<file path="src/rtl/serial_digit_adder.sv">
// Digit-serial WIDTH-bit adder: DIGIT bits per clock with a registered inter-digit carry and start/busy/done handshake.
// Optional subtract mode (adds port sub) is enabled by defining SERIAL_DIGIT_ADDER_SUB_EN.
module serial_digit_adder #(
  parameter int WIDTH = 16,
  parameter int DIGIT = 4
) (
  input  logic             clk,
  input  logic             rst,
  input  logic             start,
  input  logic [WIDTH-1:0] a,
  input  logic [WIDTH-1:0] b,
  input  logic             cin,
`ifdef SERIAL_DIGIT_ADDER_SUB_EN
  input  logic             sub,
`endif
  output logic             busy,
  output logic             done,
  output logic [WIDTH-1:0] sum,
  output logic             cout
);
  localparam int N = WIDTH / DIGIT;
  localparam int CNT_W = (N > 1) ? $clog2(N) : 1;
  localparam logic [CNT_W-1:0] LAST = CNT_W'(N - 1);

  generate
    if (DIGIT < 1 || DIGIT > WIDTH || (WIDTH % DIGIT) != 0) begin : g_bad_param
      $fatal(1, "serial_digit_adder: DIGIT must divide WIDTH and lie in 1..WIDTH");
    end
  endgenerate

  typedef enum logic [1:0] {IDLE, RUN, DONE} state_t;

  function automatic logic [DIGIT:0] digit_add(input logic [DIGIT-1:0] x,
                                               input logic [DIGIT-1:0] y,
                                               input logic             c);
    digit_add = {1'b0, x} + {1'b0, y} + {{DIGIT{1'b0}}, c};
  endfunction

  state_t           state;
  logic [CNT_W-1:0] cnt;
  logic             carry;
  logic [WIDTH-1:0] a_sr;
  logic [WIDTH-1:0] b_sr;
  logic [WIDTH-1:0] r_sr;

  logic [WIDTH-1:0]       b_load;
  logic                   c_load;
  logic [DIGIT:0]         dsum;
  logic [WIDTH+DIGIT-1:0] r_cat;
  logic [WIDTH-1:0]       r_next;

  // Subtraction is a + ~b + 1, so only the B load value and initial carry differ.
`ifdef SERIAL_DIGIT_ADDER_SUB_EN
  assign b_load = sub ? ~b : b;
  assign c_load = sub ? 1'b1 : cin;
`else
  assign b_load = b;
  assign c_load = cin;
`endif

  assign dsum   = digit_add(a_sr[DIGIT-1:0], b_sr[DIGIT-1:0], carry);
  assign r_cat  = {dsum[DIGIT-1:0], r_sr};
  assign r_next = r_cat[WIDTH+DIGIT-1:DIGIT];

  always_ff @(posedge clk) begin
    if (rst) begin
      state <= IDLE;
      busy  <= 1'b0;
      done  <= 1'b0;
      sum   <= '0;
      cout  <= 1'b0;
      cnt   <= '0;
      carry <= 1'b0;
      a_sr  <= '0;
      b_sr  <= '0;
      r_sr  <= '0;
    end else begin
      done <= 1'b0;
      case (state)
        IDLE, DONE: begin
          if (start) begin
            a_sr  <= a;
            b_sr  <= b_load;
            carry <= c_load;
            cnt   <= '0;
            r_sr  <= '0;
            state <= RUN;
            busy  <= 1'b1;
          end else begin
            state <= IDLE;
            busy  <= 1'b0;
          end
        end
        RUN: begin
          a_sr  <= a_sr >> DIGIT;
          b_sr  <= b_sr >> DIGIT;
          r_sr  <= r_next;
          carry <= dsum[DIGIT];
          cnt   <= cnt + 1'b1;
          // Last digit: publish the completed result on this same edge.
          if (cnt == LAST) begin
            sum   <= r_next;
            cout  <= dsum[DIGIT];
            state <= DONE;
            busy  <= 1'b0;
            done  <= 1'b1;
          end
        end
        default: begin
          state <= IDLE;
          busy  <= 1'b0;
        end
      endcase
    end
  end
endmodule

</file>
<file path="config.mk">
export PLATFORM = sky130hd
export DESIGN_NAME = serial_digit_adder
export DESIGN_NICKNAME = d
export VERILOG_FILES = /design/src/rtl/serial_digit_adder.sv
export SDC_FILE = /design/constraint.sdc
export NUM_CORES = 1
export LEC_CHECK = 0
export CAP_MARGIN = 20
export CORE_ASPECT_RATIO = 0.6
export CORE_MARGIN = 1
export CORE_UTILIZATION = 30
export DETAILED_ROUTE_END_ITERATION = 6
export PLACE_DENSITY = 0.5
export SYNTH_ARGS = -nofsm -noshare
export SYNTH_HDL_FRONTEND = slang
export SYNTH_SLANG_ARGS = --single-unit
</file>
<file path="constraint.sdc">
create_clock -name clk -period 5.4 [get_ports clk]
set_input_delay 0.81 -clock clk [delete_from_list [all_inputs] [get_ports clk]]
set_output_delay 0.81 -clock clk [all_outputs]
set_load 0.02 [all_outputs]
</file>
== After elaboration in Yosys (flattened, before gate mapping) ==
Cells that the tools add are included.

* Bits in registers: 72

* Add/sub/neg operators: 3
* Reductions and logical operators: 6
* Eq/ne operators: 5
* Bitwise logic cells: 1
* Mux-type cells: 17

{| class="wikitable"
|+ Operators by type and width
! operator !! count
|-
| $pmux 16 s2 || 3
|-
| $mux 16 || 3
|-
| $pmux 2 s2 || 2
|-
| $add 4x4->5 || 1
|-
| $add 5x1->5 || 1
|-
| $mux 1 || 5
|-
| $eq 2x2->1 const B || 2
|-
| $mux 2 || 2
|-
| $ne 2x2->1 const B || 2
|-
| $pmux 1 s2 || 2
|-
| $reduce_and 2->1 || 2
|-
| $reduce_or 2->1 || 2
|-
| $add 2x1->2 const B || 1
|-
| $eq 2x1->1 const B || 1
|-
| $logic_not 2->1 || 1
|-
| $reduce_bool 2->1 || 1
|-
| $not 1->1 || 1
|}

== Logic depth before layout (Yosys ltp) ==
Gate-level depths: netlist of run 1.

* Depth in word-level cells: 4
* Depth in mapped cells: 6

== Least setup slack after synthesis of run 1 ==
OpenSTA, ideal clock, no wires.

* Kind: reg-to-reg
* Start: register carry
* End: register cout
* Stages on the path, launching flop included: 6
* Buffers on the path: 0
* Data arrival time: 1573 ps
* Period minus slack after synthesis: 1707 ps
* Setup slack: 3693 ps
* Data required time: 5266 ps
* Cell sequence: dfxtp_1 fa_1 fa_1 a21o_1 a21oi_1 a211oi_1

* Cells in the longest elaborated chain, start to end: 1

{| class="wikitable"
|+ RTL lines
! what !! line !! text
|-
| start, declared || 41 || <nowiki>logic carry;</nowiki>
|-
| start signal, assigned || 84 || <nowiki>carry <= c_load;</nowiki>
|-
| start signal, assigned || 98 || <nowiki>carry <= dsum[DIGIT];</nowiki>
|-
| $add 5x1->5 || 36 || <nowiki>digit_add = {1'b0, x} + {1'b0, y} + {{DIGIT{1'b0}}, c};</nowiki>
|-
| end signal, assigned || 103 || <nowiki>cout <= dsum[DIGIT];</nowiki>
|-
| end, declared || 19 || <nowiki>output logic cout</nowiki>
|}

No other way between the ends.
A chain may end at the register's enable or synchronous reset.

== Worst setup path after layout of run 1 ==
* Start: input port start
* End: register a_sr[0]

* Cells in the longest elaborated chain, start to end: 2

{| class="wikitable"
|+ RTL lines
! what !! line !! text
|-
| start, declared || 9 || <nowiki>input logic start,</nowiki>
|-
| $ne 2x2->1 (no source line) || - ||
|-
| $reduce_and 2->1 (no source line) || - ||
|-
| end signal, assigned || 95 || <nowiki>a_sr <= a_sr >> DIGIT;</nowiki>
|-
| end, declared || 42 || <nowiki>logic [WIDTH-1:0] a_sr;</nowiki>
|}

No other way between the ends.

==> impl_metrics.prom, run 1 <==
# TYPE chip_impl_metric gauge
chip_impl_metric{name="h-tree-depth",unit=""} 3
chip_impl_metric{name="synth_cell_type_count",unit=""} 33
chip_impl_metric{name="timing.setup.tns",unit="ns"} 0
chip_impl_metric{name="path_buf_inv",unit=""} 1
chip_impl_metric{name="finalHoldWorstSlack",unit="ns"} 0.453
chip_impl_info{name="cpMaxStageDelayCell",value="nand2b_2"} 1
chip_impl_metric{name="finalPower",unit="uW"} 1290
chip_impl_metric{name="dieHeight",unit="um"} 76.5
chip_impl_metric{name="critical_path_peak_fanout",unit=""} 49
chip_impl_info{name="synth.cells.most_frequent",value="dfxtp_1 (68), nand2_1 (49), nor3_1 (49)"} 1
chip_impl_metric{name="max-slew-margin-rel",unit=""} 0.300
chip_impl_metric{name="final-max-slew-violation-count",unit=""} 0
chip_impl_metric{name="n_fill_cell",unit=""} 883
chip_impl_metric{name="remaining_drc_errors",unit=""} 0
chip_impl_metric{name="fp.dieArea",unit="mm^2"} 0.00966
chip_impl_metric{name="count_of_flip_flops_with_a_built_in_enable_after_synthesis",unit=""} 0
chip_impl_metric{name="timing_hold_violations_final",unit=""} 0
chip_impl_metric{name="max_rail_drop_vdd",unit="V"} 0.000128
chip_impl_info{name="rsz0062_at_grt",value="no"} 1
chip_impl_info{name="synthDominantAreaCellType",value="dfxtp_1"} 1
chip_impl_metric{name="synth.top_cell.area_share",unit=""} 0.490
chip_impl_metric{name="timing_worst_slew_pin_value",unit="ns"} 1.05
chip_impl_metric{name="final_estimated_routing_congestion_in_global_placement",unit=""} 0.756
chip_impl_metric{name="largest_net_degree_at_the_start_of_global_routing",unit=""} 71
chip_impl_info{name="path_cells",value="clkdlybuf4s50_1, nand2b_2, o22ai_1, nor3_1"} 1
chip_impl_metric{name="number_of_buffers_inserted_for_hold_repair_after_clock_tree_synthesis",unit=""} 0
chip_impl_metric{name="powerDensity",unit="mW/mm^2"} 359
chip_impl_metric{name="ys.warnings.count",unit=""} 0
chip_impl_metric{name="initial_antenna_violation_count",unit=""} 0
chip_impl_metric{name="cts_resized",unit=""} 0
chip_impl_metric{name="regArea",unit="mm^2"} 0.00136
chip_impl_metric{name="postCtsSetupBuffers",unit=""} 0
chip_impl_metric{name="synth.cell_area",unit="mm^2"} 0.00278
chip_impl_metric{name="placement.io_buffers",unit=""} 54
chip_impl_metric{name="drive_gt1_frac",unit=""} 0.0950
chip_impl_metric{name="globalRoute.totalOverflow",unit=""} 0
chip_impl_info{name="status",value="complete, no violations"} 1
chip_impl_metric{name="die_width",unit="um"} 126
chip_impl_info{name="timing.critical_path.max_delay_family",value="simple AND/OR/NAND/NOR gates"} 1
chip_impl_metric{name="floorplan.io_pins",unit=""} 55
chip_impl_metric{name="clock_tree.buffer_depth",unit=""} 2
chip_impl_metric{name="antenna_cells",unit=""} 0
chip_impl_metric{name="layout.cells.non_filler",unit=""} 470
chip_impl_metric{name="synthesis.area_per_instance",unit="um^2"} 8.81
chip_impl_metric{name="share_of_the_yosys_chip_area_belonging_to_registers",unit=""} 0.490
chip_impl_info{name="yosys.cell_count.top_type",value="dfxtp_1"} 1
chip_impl_info{name="tritoncts",value="yes"} 1
chip_impl_metric{name="detail_route.iter0.violations",unit=""} 133
chip_impl_metric{name="finalCritPeriodShare",unit=""} 0.423
chip_impl_metric{name="post_drt_via_cell_ratio",unit=""} 4.99
chip_impl_metric{name="initial_core_util",unit=""} 0.317
chip_impl_metric{name="ys_ff_latch",unit=""} 68
chip_impl_metric{name="critical_path.max_stage_delay",unit="ns"} 0.75
chip_impl_info{name="cts-root-buf",value="clkbuf_16"} 1
chip_impl_metric{name="timing.clock.skew",unit="ns"} 0.00693
chip_impl_metric{name="max_clock_freq",unit="MHz"} 437
chip_impl_metric{name="multiInputGateArea",unit="mm^2"} 0.00123
chip_impl_metric{name="cts.sinks",unit=""} 68
chip_impl_info{name="worst_setup_path_start_kind",value="input pin"} 1
chip_impl_metric{name="antenna_violating_nets_post_route",unit=""} 0
chip_impl_metric{name="grt.total_usage",unit=""} 0.153
chip_impl_info{name="critical_path_class",value="in2reg"} 1
chip_impl_metric{name="critical_path_required",unit="ns"} 5.65
chip_impl_metric{name="finalNetCount",unit=""} 396
chip_impl_metric{name="grt_pass1_wl",unit="mm"} 11.4
chip_impl_metric{name="dp_hpwl",unit="mm"} 4.26
chip_impl_metric{name="routed-via-count",unit=""} 2346
chip_impl_metric{name="postSynthCellCount",unit=""} 315
chip_impl_metric{name="number_of_global_route_vias_before_repair",unit=""} 2298
chip_impl_metric{name="max_cap_violations",unit=""} 0
chip_impl_metric{name="min_period",unit="ns"} 2.29
chip_impl_metric{name="clk-insertion-delay-late",unit="ns"} 0.33
chip_impl_metric{name="drt-wirelength-per-cell",unit="um"} 14.5
chip_impl_info{name="endpoint_kind",value="register"} 1
chip_impl_metric{name="crit_arrival",unit="ns"} 2.54
chip_impl_info{name="area_contributors_post_synth",value="dfxtp_1 (49%), nor3_1 (8.8%), nand2_1 (6.6%), a21oi_1 (5.8%), o22ai_1 (5.6%)"} 1
chip_impl_info{name="ys_dominant_reg_cell",value="dfxtp_1"} 1
chip_impl_info{name="hold_class",value="reg2reg"} 1
chip_impl_metric{name="placement_rows",unit=""} 26
chip_impl_metric{name="cts_inserted_buffers",unit=""} 9
chip_impl_metric{name="core_area",unit="mm^2"} 0.00875
chip_impl_metric{name="static-leakage-power",unit="uW"} 0.00125
chip_impl_metric{name="placed_cells",unit=""} 455
chip_impl_metric{name="worst_setup_hold_path_clk_slew",unit="ns"} 0.05
chip_impl_metric{name="areaGrowthSynthToFinish",unit="%"} 29.7
chip_impl_metric{name="drt_pass1_iterations",unit=""} 5
chip_impl_metric{name="wire_length_reported_by_the_detailed_router",unit="mm"} 6.81
chip_impl_metric{name="mappedNetlistNets",unit=""} 357
chip_impl_metric{name="async_flop_share",unit=""} 0
chip_impl_metric{name="report.final.setup_viol",unit=""} 0
layout make-up:
cell class | count | area share
sequential | 68 | 0.378
multi-input combinational | 217 | 0.343
timing repair buffer | 57 | 0.155
clock buffer | 14 | 0.0761
tap | 112 | 0.0389
clock inverter | 1 | 0.00834
inverter | 1 | 0.00104
cell families after synthesis:
logic type,after synthesis,synth area share
buffers and inverters,30,0.0671
DFF,68,0.490
xor gates and xnor gates,1,0.00316
adders and majority gates,6,0.0324
AOI/OAI and AO/OA,70,0.156
and+or+nand+nor,140,0.251
layout by cell type, fill, tap and decap left out, drive strengths merged:
master         netlist  layout
dfxtp               68      68
clkdlybuf4s50        0      53
nor3                49      49
nand2               49      49
a21oi               38      38
o22ai               25      25
nand3               23      23
clkbuf               6      14
nor2                 6       6
ha                   4       4
buf                 23       4
nand2b               3       3
and3b                2       2
nand4                2       2
fa                   2       2
nor2b                2       2
nand3b               2       2
and2b                1       1
xor2                 1       1
o21a                 1       1
a31oi                1       1
a21o                 1       1
inv                  1       1
a2111o               1       1
a2111oi              1       1
and4                 1       1
a311o                1       1
a211oi               1       1
bufinv               0       1
final timing paths:
kind | start | end | slack (ns) | cells after the start
max | start | a_sr[0] | 3.11 | 4
min | sum[11] | sum[11] | 0.45 | 2
max reg2reg | state[0] | a_sr[0] | 3.46 | 3
min reg2reg | sum[11] | sum[11] | 0.45 | 2
where the power goes:
part	switching [uW]	internal, uW	leakage, uW
Combinational	82.5	66.1	0.000544
Sequential	19.1	531	0.000556
Clock	200	393	0.000149
state kept, by name, summed over array words and instances (netlist names):
name and count:
done 1, carry 1, r_sr 12, cout 1, b_sr 16, sum 16
a_sr 16, state 2, busy 1, cnt 2
worst reg2reg max path: cells and delay by family (launching register included):
family           cells  cell delay (ns)
AO/OA/AOI/OAI        1             0.30
AND/OR/NAND/NOR      2             1.11
flip-flops           1             0.46
layer usage:
metal	share of wire	vias up	routed length (um)	global-route usage
met2	0.39	68	2680	0.210
met1	0.54	1072	3640	0.212
met5	0	-	0	0
met3	0.057	7	390	0.0583
li1	-	1199	-	-
met4	0.013	0	90	0.0590
stage by stage:
| stage | setup WS, ns | cell area (um^2) | util |
|---|---|---|---|
| 2_1_floorplan | 3.69 | 2780 | - |
| 3_3_place_gp | 2.80 | 3300 | 0.377 |
| 3_5_place_dp | 2.79 | 3300 | 0.377 |
| 4_1_cts | 3.12 | 3600 | 0.411 |
| 5_1_grt | 3.00 | 3600 | 0.411 |
| 6_report | 3.11 | 3600 | 0.411 |
No activity file was read; power rests on OpenSTA's default activity.
==> inputs of run 2 (changes only) <==
PLACE_DENSITY = 0.52   (was 0.5)
clock period = 1.9 ns   (was 5.4 ns; I/O delays follow)
==> run 2 against run 1 <==
Against the previous run: utilization up 0.39 points; critical path depth is 1 higher; via count increased by 1.2%; worst setup slack worse by 3.0 ns; cell area is 0.94% higher; sequential power rose to 2.8 times the previous value; die area unchanged; highest routed layer unchanged.
==> impl_metrics.prom, run 2 (same netlist as run 1, synthesis figures left out) <==
# TYPE chip_impl_metric gauge
chip_impl_info{name="status",value="complete, no violations"} 1
chip_impl_metric{name="drive_gt1_frac",unit=""} 0.115
chip_impl_info{name="worst_setup_path_start_kind",value="register"} 1
chip_impl_metric{name="antenna_violating_nets_post_route",unit=""} 0
chip_impl_metric{name="post_drt_via_cell_ratio",unit=""} 4.99
chip_impl_metric{name="placement.io_buffers",unit=""} 54
chip_impl_metric{name="crit_arrival",unit="ns"} 1.95
chip_impl_metric{name="wire_length_reported_by_the_detailed_router",unit="mm"} 7.04
chip_impl_metric{name="largest_net_degree_at_the_start_of_global_routing",unit=""} 50
chip_impl_metric{name="timing.setup.tns",unit="ns"} 0
chip_impl_metric{name="clock_tree.buffer_depth",unit=""} 2
chip_impl_metric{name="h-tree-depth",unit=""} 3
chip_impl_info{name="endpoint_kind",value="register"} 1
chip_impl_info{name="timing.critical_path.max_delay_family",value="adder cells"} 1
chip_impl_metric{name="core_area",unit="mm^2"} 0.00875
chip_impl_metric{name="grt_pass1_wl",unit="mm"} 11.5
chip_impl_info{name="final_cell_mix",value="dfxtp_1 (68), clkdlybuf4s50_1 (53), nor3_1 (49), nand2_1 (49), a21oi_1 (32)"} 1
chip_impl_metric{name="floorplan.io_pins",unit=""} 55
chip_impl_metric{name="max_rail_drop_vdd",unit="V"} 0.000433
chip_impl_metric{name="placement_rows",unit=""} 26
chip_impl_metric{name="static-leakage-power",unit="uW"} 0.00127
chip_impl_metric{name="drt-wirelength-per-cell",unit="um"} 14.8
chip_impl_metric{name="globalRoute.totalOverflow",unit=""} 0
chip_impl_metric{name="detail_route.iter0.violations",unit=""} 145
chip_impl_metric{name="initial_core_util",unit=""} 0.317
chip_impl_info{name="cts-root-buf",value="clkbuf_16"} 1
chip_impl_metric{name="finalNetCount",unit=""} 403
chip_impl_metric{name="critical_path.max_stage_delay",unit="ns"} 0.47
chip_impl_metric{name="remaining_drc_errors",unit=""} 0
chip_impl_metric{name="timing.clock.skew",unit="ns"} 0.00626
chip_impl_metric{name="finalCritPeriodShare",unit=""} 0.924
chip_impl_metric{name="clk-insertion-delay-late",unit="ns"} 0.33
chip_impl_info{name="layout_commonest_cell",value="dfxtp_1"} 1
chip_impl_metric{name="min_period",unit="ns"} 1.76
chip_impl_metric{name="antenna_cells",unit=""} 0
chip_impl_metric{name="timing_worst_slew_pin_value",unit="ns"} 0.395
chip_impl_metric{name="report.final.setup_viol",unit=""} 0
chip_impl_info{name="tritoncts",value="yes"} 1
chip_impl_info{name="rsz0062_at_grt",value="no"} 1
chip_impl_metric{name="dp_hpwl",unit="mm"} 4.57
chip_impl_metric{name="max_clock_freq",unit="MHz"} 570
chip_impl_metric{name="grt.total_usage",unit=""} 0.155
chip_impl_metric{name="initial_antenna_violation_count",unit=""} 0
chip_impl_info{name="largestRegisters",value="a_sr x16, b_sr x16, sum x16"} 1
chip_impl_metric{name="n_fill_cell",unit=""} 896
chip_impl_metric{name="final_core_utilization",unit=""} 0.415
chip_impl_metric{name="layout.cells.non_filler",unit=""} 476
chip_impl_metric{name="number_of_global_route_vias_before_repair",unit=""} 2241
chip_impl_metric{name="cts_inserted_buffers",unit=""} 9
chip_impl_metric{name="path_buf_inv",unit=""} 0
chip_impl_metric{name="max-slew-margin-rel",unit=""} 0.737
chip_impl_metric{name="powerDensity",unit="mW/mm^2"} 960
chip_impl_metric{name="die_width",unit="um"} 126
chip_impl_metric{name="postCtsSetupBuffers",unit=""} 0
chip_impl_metric{name="areaGrowthSynthToFinish",unit="%"} 30.9
chip_impl_metric{name="timing_hold_violations_final",unit=""} 0
chip_impl_metric{name="fp.dieArea",unit="mm^2"} 0.00966
chip_impl_info{name="cpMaxStageDelayCell",value="fa_1"} 1
chip_impl_metric{name="critical_path_required",unit="ns"} 2.10
chip_impl_info{name="hold_class",value="in2reg"} 1
chip_impl_metric{name="placed_cells",unit=""} 462
chip_impl_metric{name="routed-via-count",unit=""} 2374
chip_impl_metric{name="final_estimated_routing_congestion_in_global_placement",unit=""} 0.833
chip_impl_metric{name="drt_pass1_iterations",unit=""} 4
chip_impl_metric{name="max_cap_violations",unit=""} 0
chip_impl_metric{name="final-max-slew-violation-count",unit=""} 0
chip_impl_metric{name="dieHeight",unit="um"} 76.5
chip_impl_metric{name="worst_setup_hold_path_clk_slew",unit="ns"} 0.05
chip_impl_info{name="critical_path_class",value="reg2reg"} 1
chip_impl_metric{name="finalHoldWorstSlack",unit="ns"} 0.332
chip_impl_info{name="path_cells",value="fa_1, fa_2, a21o_1, a21oi_1, a211oi_1"} 1
chip_impl_metric{name="number_of_buffers_inserted_for_hold_repair_after_clock_tree_synthesis",unit=""} 0
chip_impl_metric{name="cts.sinks",unit=""} 68
chip_impl_metric{name="critical_path_peak_fanout",unit=""} 2
[run 2: cell types whose count changed in the layout (fill, tap and decap cells not counted)]
cell,delta
buf_12,+2
clkbuf_8,-2
buf_4,+5
bufinv_16,-1
fa_2,+1
clkinv_2,+3
fa_1,-1
clkbuf_1,-1
[run 2: metrics by stage]
step / worst slack, ns / total power, uW / instance area, um^2
global route: 0.0527 / 3660 / 3630
CTS: 0.0850 / 3520 / 3630
finish: 0.145 / 3490 / 3630
detailed placement: 0.126 / 2030 / 3370
floorplan: 0.193 / 1880 / 2780
global placement: 0.146 / 2030 / 3370
[run 2: power breakdown]
| part | switching (uW) | internal [uW] |
|---|---|---|
| registers | 54.5 | 1510 |
| logic | 238 | 206 |
| clock network | 586 | 896 |
| total | 879 | 2610 |
[run 2: final cells by class]
class	count	area [um^2]	area share
clock buffers	11	243	0.0668
clock inverters	3	15.0	0.00413
inverters	1	3.75	0.00103
multi-input cells	217	1240	0.340
flip-flops and latches	68	1360	0.375
well taps	112	140	0.0386
repair buffers	64	636	0.175
[run 2: final timing paths]
path | from | cells after the start | slack (ns) | end
min reg2reg | sum[3] | 2 | 0.45 | sum[3]
min | rst | 2 | 0.33 | r_sr[11]
max | carry | 5 | 0.14 | cout
max reg2reg | carry | 5 | 0.14 | cout
[run 2: routing by layer]
metal	wire length [um]	part of all wire	global-route usage	up-vias
li1	-	-	-	1212
met1	3810	0.54	0.222	1113
met2	2820	0.40	0.209	42
met3	337	0.048	0.0604	7
met4	63	0.0090	0.0470	0
met5	0	0	0	-
[run 2: timing repair]
action,in CTS,in global routing
gates resized for setup,0,1
setup endpoints to repair,0,1
endpoints found under the hold margin,0,0
